### config.mk
export PLATFORM = sky130hd
export DESIGN_NAME = dm633_shifter
export DESIGN_NICKNAME = d
export VERILOG_FILES = /design/src/rtl/lamp_pkg.sv /design/src/rtl/dm633_gck_gen.sv /design/src/rtl/dm633_shifter.sv
export SDC_FILE = /design/constraint.sdc
export NUM_CORES = 1
export LEC_CHECK = 0
export CORE_MARGIN = 2
export CORE_UTILIZATION = 55
export DETAILED_ROUTE_END_ITERATION = 10
export PLACE_DENSITY = 0.82
export SYNTH_ARGS = -nofsm -noshare
export SYNTH_HDL_FRONTEND = slang
export SYNTH_SLANG_ARGS = --single-unit
### constraint.sdc
create_clock -name i_clk -period 4.4 [get_ports i_clk]
set_input_delay 0.44 -clock i_clk [delete_from_list [all_inputs] [get_ports i_clk]]
set_output_delay 0.44 -clock i_clk [all_outputs]
set_load 0.1 [all_outputs]
### src/rtl/lamp_pkg.sv
// Shared constants for the lamp driver blocks: channel geometry, PWM word depth
// and the DM633 shifter state encoding.
package lamp_pkg;

  localparam int c_ch_per_board = 32;
  localparam int c_bps          = 12;

  localparam logic [2:0] c_st_idle  = 3'd0;
  localparam logic [2:0] c_st_fetch = 3'd1;
  localparam logic [2:0] c_st_load  = 3'd2;
  localparam logic [2:0] c_st_shift = 3'd3;
  localparam logic [2:0] c_st_latch = 3'd4;
  localparam logic [2:0] c_st_done  = 3'd5;

  typedef enum logic [2:0] {
    IDLE  = c_st_idle,
    FETCH = c_st_fetch,
    LOAD  = c_st_load,
    SHIFT = c_st_shift,
    LATCH = c_st_latch,
    DONE  = c_st_done
  } shifter_state_t;

endpackage

### src/rtl/dm633_gck_gen.sv
// DM633 grayscale clock divider: free-running square wave that toggles every
// c_gck_div clock cycles and starts low out of reset. Only instantiated when
// DM633_GCK_EN is defined.
module dm633_gck_gen #(
  parameter int c_gck_div = 1
) (
  input  logic clk,
  input  logic rst_n,
  output logic gck
);

  localparam int c_cnt_w = (c_gck_div > 1) ? $clog2(c_gck_div) : 1;

  logic [c_cnt_w-1:0] cnt;

  // divide counter; flip the output each time it reaches the terminal count
  always_ff @(posedge clk or negedge rst_n) begin
    if (!rst_n) begin
      cnt <= '0;
      gck <= 1'b0;
    end else if (cnt == c_cnt_w'(c_gck_div - 1)) begin
      cnt <= '0;
      gck <= ~gck;
    end else begin
      cnt <= cnt + 1'b1;
    end
  end

endmodule

### src/rtl/dm633_shifter.sv
// DM633 frame read-out engine. On i_start it fetches every channel word from the
// framebuffer (highest address first), shifts each word MSB-first onto DAI/DCK,
// then pulses LAT to latch the frame. All pin outputs are registered so the
// driver lines never glitch on state decode.
// Optional build macro: DM633_GCK_EN enables the free-running GCK divider;
// without it o_gck is tied low.
//
// state | meaning
// IDLE  | waiting for i_start
// FETCH | o_ren high, o_raddr = current word index
// LOAD  | framebuffer data captured into the shift register
// SHIFT | serialising the word, 2*c_div clocks per bit
// LATCH | o_lat high for c_lat clocks
// DONE  | one-cycle o_done pulse, then back to IDLE
module dm633_shifter
  import lamp_pkg::*;
#(
  parameter  int c_ledboards = 30,
  parameter  int c_div       = 2,
  parameter  int c_lat       = 4,
  parameter  int c_gck_div   = 1,
  localparam int c_channels  = c_ledboards * c_ch_per_board,
  localparam int c_addr_w    = $clog2(c_channels)
) (
  input  logic                i_clk,
  input  logic                i_rst_n,
  input  logic                i_start,
  output logic                o_ren,
  output logic [c_addr_w-1:0] o_raddr,
  input  logic [c_bps-1:0]    i_rdata,
  output logic                o_dai,
  output logic                o_dck,
  output logic                o_lat,
  output logic                o_gck,
  output logic                o_busy,
  output logic                o_done
);

  localparam int c_ph_w  = $clog2(2 * c_div);
  localparam int c_bit_w = $clog2(c_bps);
  localparam int c_lat_w = (c_lat > 1) ? $clog2(c_lat) : 1;

  shifter_state_t state, state_nxt;

  logic [c_addr_w-1:0] idx, idx_nxt;
  logic [c_ph_w-1:0]   phase, phase_nxt;
  logic [c_bit_w-1:0]  bit_cnt, bit_nxt;
  logic [c_lat_w-1:0]  lat_cnt, lat_nxt;
  // holds the bits still to be sent; the bit on the wire lives in dai_q
  logic [c_bps-2:0]    shreg, shreg_nxt;
  logic                dai_q, dai_nxt;
  logic                dck_q, dck_nxt;
  logic                lat_q, ren_q, busy_q, done_q;

  // state, counters, shift register and registered pin outputs
  always_ff @(posedge i_clk or negedge i_rst_n) begin
    if (!i_rst_n) begin
      state   <= IDLE;
      idx     <= '0;
      phase   <= '0;
      bit_cnt <= '0;
      lat_cnt <= '0;
      shreg   <= '0;
      dai_q   <= 1'b0;
      dck_q   <= 1'b0;
      lat_q   <= 1'b0;
      ren_q   <= 1'b0;
      busy_q  <= 1'b0;
      done_q  <= 1'b0;
    end else begin
      state   <= state_nxt;
      idx     <= idx_nxt;
      phase   <= phase_nxt;
      bit_cnt <= bit_nxt;
      lat_cnt <= lat_nxt;
      shreg   <= shreg_nxt;
      dai_q   <= dai_nxt;
      dck_q   <= dck_nxt;
      lat_q   <= (state_nxt == LATCH);
      ren_q   <= (state_nxt == FETCH);
      busy_q  <= (state_nxt != IDLE);
      done_q  <= (state_nxt == DONE);
    end
  end

  // next-state, counter and serial data decisions
  always_comb begin
    state_nxt = state;
    idx_nxt   = idx;
    phase_nxt = phase;
    bit_nxt   = bit_cnt;
    lat_nxt   = lat_cnt;
    shreg_nxt = shreg;
    dai_nxt   = dai_q;

    case (state)
      IDLE: begin
        if (i_start) begin
          idx_nxt   = c_addr_w'(c_channels - 1);
          state_nxt = FETCH;
        end
      end
      FETCH: begin
        state_nxt = LOAD;
      end
      LOAD: begin
        shreg_nxt = i_rdata[c_bps-2:0];
        dai_nxt   = i_rdata[c_bps-1];
        bit_nxt   = c_bit_w'(c_bps - 1);
        phase_nxt = '0;
        state_nxt = SHIFT;
      end
      SHIFT: begin
        if (phase == c_ph_w'(2 * c_div - 1)) begin
          phase_nxt = '0;
          if (bit_cnt == '0) begin
            if (idx == '0) begin
              dai_nxt   = 1'b0;
              lat_nxt   = c_lat_w'(c_lat - 1);
              state_nxt = LATCH;
            end else begin
              idx_nxt   = idx - 1'b1;
              state_nxt = FETCH;
            end
          end else begin
            bit_nxt   = bit_cnt - 1'b1;
            dai_nxt   = shreg[c_bps-2];
            shreg_nxt = {shreg[c_bps-3:0], 1'b0};
          end
        end else begin
          phase_nxt = phase + 1'b1;
        end
      end
      LATCH: begin
        dai_nxt = 1'b0;
        if (lat_cnt == '0) begin
          state_nxt = DONE;
        end else begin
          lat_nxt = lat_cnt - 1'b1;
        end
      end
      DONE: begin
        state_nxt = IDLE;
      end
      default: begin
        state_nxt = IDLE;
      end
    endcase

    // DCK is high in the second half of every bit period
    dck_nxt = (state_nxt == SHIFT) && (phase_nxt >= c_ph_w'(c_div));
  end

  assign o_ren   = ren_q;
  assign o_raddr = idx;
  assign o_dai   = dai_q;
  assign o_dck   = dck_q;
  assign o_lat   = lat_q;
  assign o_busy  = busy_q;
  assign o_done  = done_q;

`ifdef DM633_GCK_EN
  dm633_gck_gen #(
    .c_gck_div (c_gck_div)
  ) u_gck_gen (
    .clk   (i_clk),
    .rst_n (i_rst_n),
    .gck   (o_gck)
  );
`else
  assign o_gck = 1'b0;
`endif

endmodule

==> impl_metrics.tcl <==
set metrics [dict create \
    outcome "complete, no violations" \
    die-width_microns 63.8 \
    worst_pin_slew_ns 1.02 \
    synth_edf_count 0 \
    dr.pass1.iters 4 \
    drc 0 \
    setup_viol 0 \
    start_util 0.581 \
    cp_slowest_cell "clkdlybuf4s50_1" \
    max_stage_delay_ns 1.17 \
    ys_async_sr_fraction 1.00 \
    cts-buffers-inserted 5 \
    cp.arrival_ns 1.99 \
    htree_num_levels 2 \
    syn_area_sq_um 1970 \
    synthCells 195 \
    crit_fanout 6 \
    gr-total-overflow 0 \
    ctsHoldBuffers 0 \
    drt-wirelength-per-cell_microns 14.2 \
    cts_setup_buffers 0 \
    hold_viol_final 0 \
    cts_root_buffer "clkbuf_4" \
    die-area_sq_um 4070 \
    fin_ws_ns 1.97 \
    drt_wl_total_mm 3.84 \
    setup_tns_ns 0 \
    ys_seq_elements 38 \
    tritoncts "done" \
    crit_chain "clkdlybuf4s50_1" \
    finalMaxSlewViolations 0 \
    grt_first_pass_wirelength_mm 6.89 \
    critPathKind "reg -> out" \
    finClkSkew_ns 0.00951 \
    slew_headroom 0.316 \
    ys.warnings.count 0 \
    fp.coreArea_sq_um 3390 \
    synth_seq_area_share 0.483 \
    clock_insertion_delay_worst_skew_ns 0.34 \
    min_period_ns 2.43 \
    dp_slack_ns 2.06 \
    fin_cells 270 \
    grt_pass1_vias 1616 \
    ctsResizeCount 0 \
    synth.area.top_cells "dfrtp_1, mux2i_1, nand2_1" \
    synth_nets 215 \
    grt_usage 0.215 \
    cts_buffer_depth 2 \
    synth_most_common_cell "dfrtp_1" \
    antenna_cells 0 \
    cp-end-kind "output pin" \
    yosys.area.top_type "dfrtp_1" \
    post_route_cells_drive_above_1_share 0.0893 \
    ir_drop_uv 161 \
    dieHeight_microns 63.8 \
    rsz0062_at_grt "false" \
    max_freq_mhz 412 \
    p_leak_nw 1.06 \
    clock-sinks 38 \
    yosysUniqueCellTypes 44 \
    crit_buf_inv 1 \
    required_ns 3.96 \
    antenna_found_initial 0 \
    cp-start-kind "register" \
    synth_top_flop_cell "dfrtp_1" \
    drt-initial-drc-count 68 \
    num_rows 21 \
    detail-route-antenna-nets 0 \
    synth_common_cells "dfrtp_1, nand2_1, mux2i_1" \
    cts.clk_slew.worst_paths_ns 0.11 \
    critPathTopFamily "buffers and inverters" \
    fin_crit_sh 0.552 \
    final_nets 243 \
    avgViaCountPerCell 5.75 \
    grt_start_max_net_pins 39 \
    port_buffers 30 \
    syn_to_final_growth_pct 17.9 \
    gp_congestion 0.886 \
    power.density_nw_per_um2 260 \
    maxCapViolCount 0 \
    io_pins 32 \
    placedCellCount 262 \
    min_path_type "in -> async" \
    netlist.area_leader.share 0.483 \
    place_hpwl_mm 2.81 \
    via_count 1553 \
    synth_area_per_cell_sq_um 10.1 \
]
[cells by family after synthesis]
kind of cell / after synthesis / share of synthesized area
buffers and inverters: 20 / 0.0540
XOR/XNOR: 2 / 0.00890
flip-flops: 38 / 0.483
other: 1 / 0.00191
multiplexers: 15 / 0.0769
AO/OA/AOI/OAI: 41 / 0.136
adder cells (fa/ha/maj): 5 / 0.0318
AND/OR/NAND/NOR: 73 / 0.207
[where the power goes]
group / switching, W / internal (W)
Clock: 0.000110 / 0.0000775
Combinational: 0.0000405 / 0.0000195
Sequential: 0.00000416 / 0.000352
[placed cells by master (no fill, tap or decap), types with 3 or more instances in the layout]
master           synthesis  layout
nor4b_1                  3       3
clkbuf_4                 0       5
inv_1                    7       7
clkdlybuf4s50_1          0      29
o31ai_1                  4       4
nor2_1                  12      12
nand2b_1                 3       3
nand3b_1                 3       3
mux2i_1                 14      14
nand4_1                  3       3
nand2_1                 19      19
or4_1                    3       3
a31oi_1                  6       6
a21oi_1                  9       9
nand3_1                  6       6
dfrtp_1                 38      38
nor2b_1                  5       5
nor3_1                   3       3
ha_1                     5       5
inv_2                    3       3
o21ai_0                 13      13
[per-stage QoR]
step                hold WS, ns  instance area, sq um   util  power, W
floorplan                 0.144                  1970      -  0.000397
global placement          0.468                  2260  0.667  0.000423
detailed placement        0.481                  2260  0.667  0.000424
CTS                       0.204                  2320  0.684  0.000612
global route              0.235                  2320  0.684  0.000632
finish                    0.187                  2320  0.684  0.000604
[final cells by class]
class	count	area, sq um
clock buffers	7	55.1
clock inverters	1	5.00
fillers	273	1070
inverters	10	37.5
multi-input cells	137	911
flip-flops and latches	38	951
well taps	46	57.6
repair buffers	31	303
[state kept, by name, summed over array words and instances (netlist names), named ones only]
signal	flops
bit_cnt	4
lat_cnt	2
o_busy	1
o_dai	1
o_dck	1
o_done	1
o_lat	1
o_raddr	10
o_ren	1
phase	1
shreg	11
state	3
[final timing paths]
| path | startpoint | to | slack (ns) | cells after the start |
|---|---|---|---|---|
| setup / recovery | o_raddr[4]$_DFFE_PN0P_ | o_raddr[4] | 1.97 | 1 |
| hold / removal | i_rst_n | state[2]$_DFF_PN0_ | 0.19 | 1 |
| setup reg to reg | o_raddr[0]$_DFFE_PN0P_ | o_raddr[5]$_DFFE_PN0P_ | 2.01 | 8 |
| hold reg to reg | shreg[1]$_DFFE_PN0P_ | shreg[1]$_DFFE_PN0P_ | 0.50 | 2 |
| max in group asynchronous | i_rst_n | shreg[10]$_DFFE_PN0P_ | 3.69 | 1 |
| min in group i_clk | shreg[1]$_DFFE_PN0P_ | shreg[1]$_DFFE_PN0P_ | 0.50 | 2 |
[per-layer routing]
metal | wire [microns] | share of wire | vias to the layer above | track usage
met5 | 0 | 0 | - | 0
met4 | 138 | 0.036 | 0 | 0.128
met3 | 228 | 0.059 | 15 | 0.0423
met2 | 1870 | 0.49 | 54 | 0.357
met1 | 1600 | 0.42 | 732 | 0.258
li1 | - | - | 752 | -
Note: power is estimated with default switching activity, not from simulation.
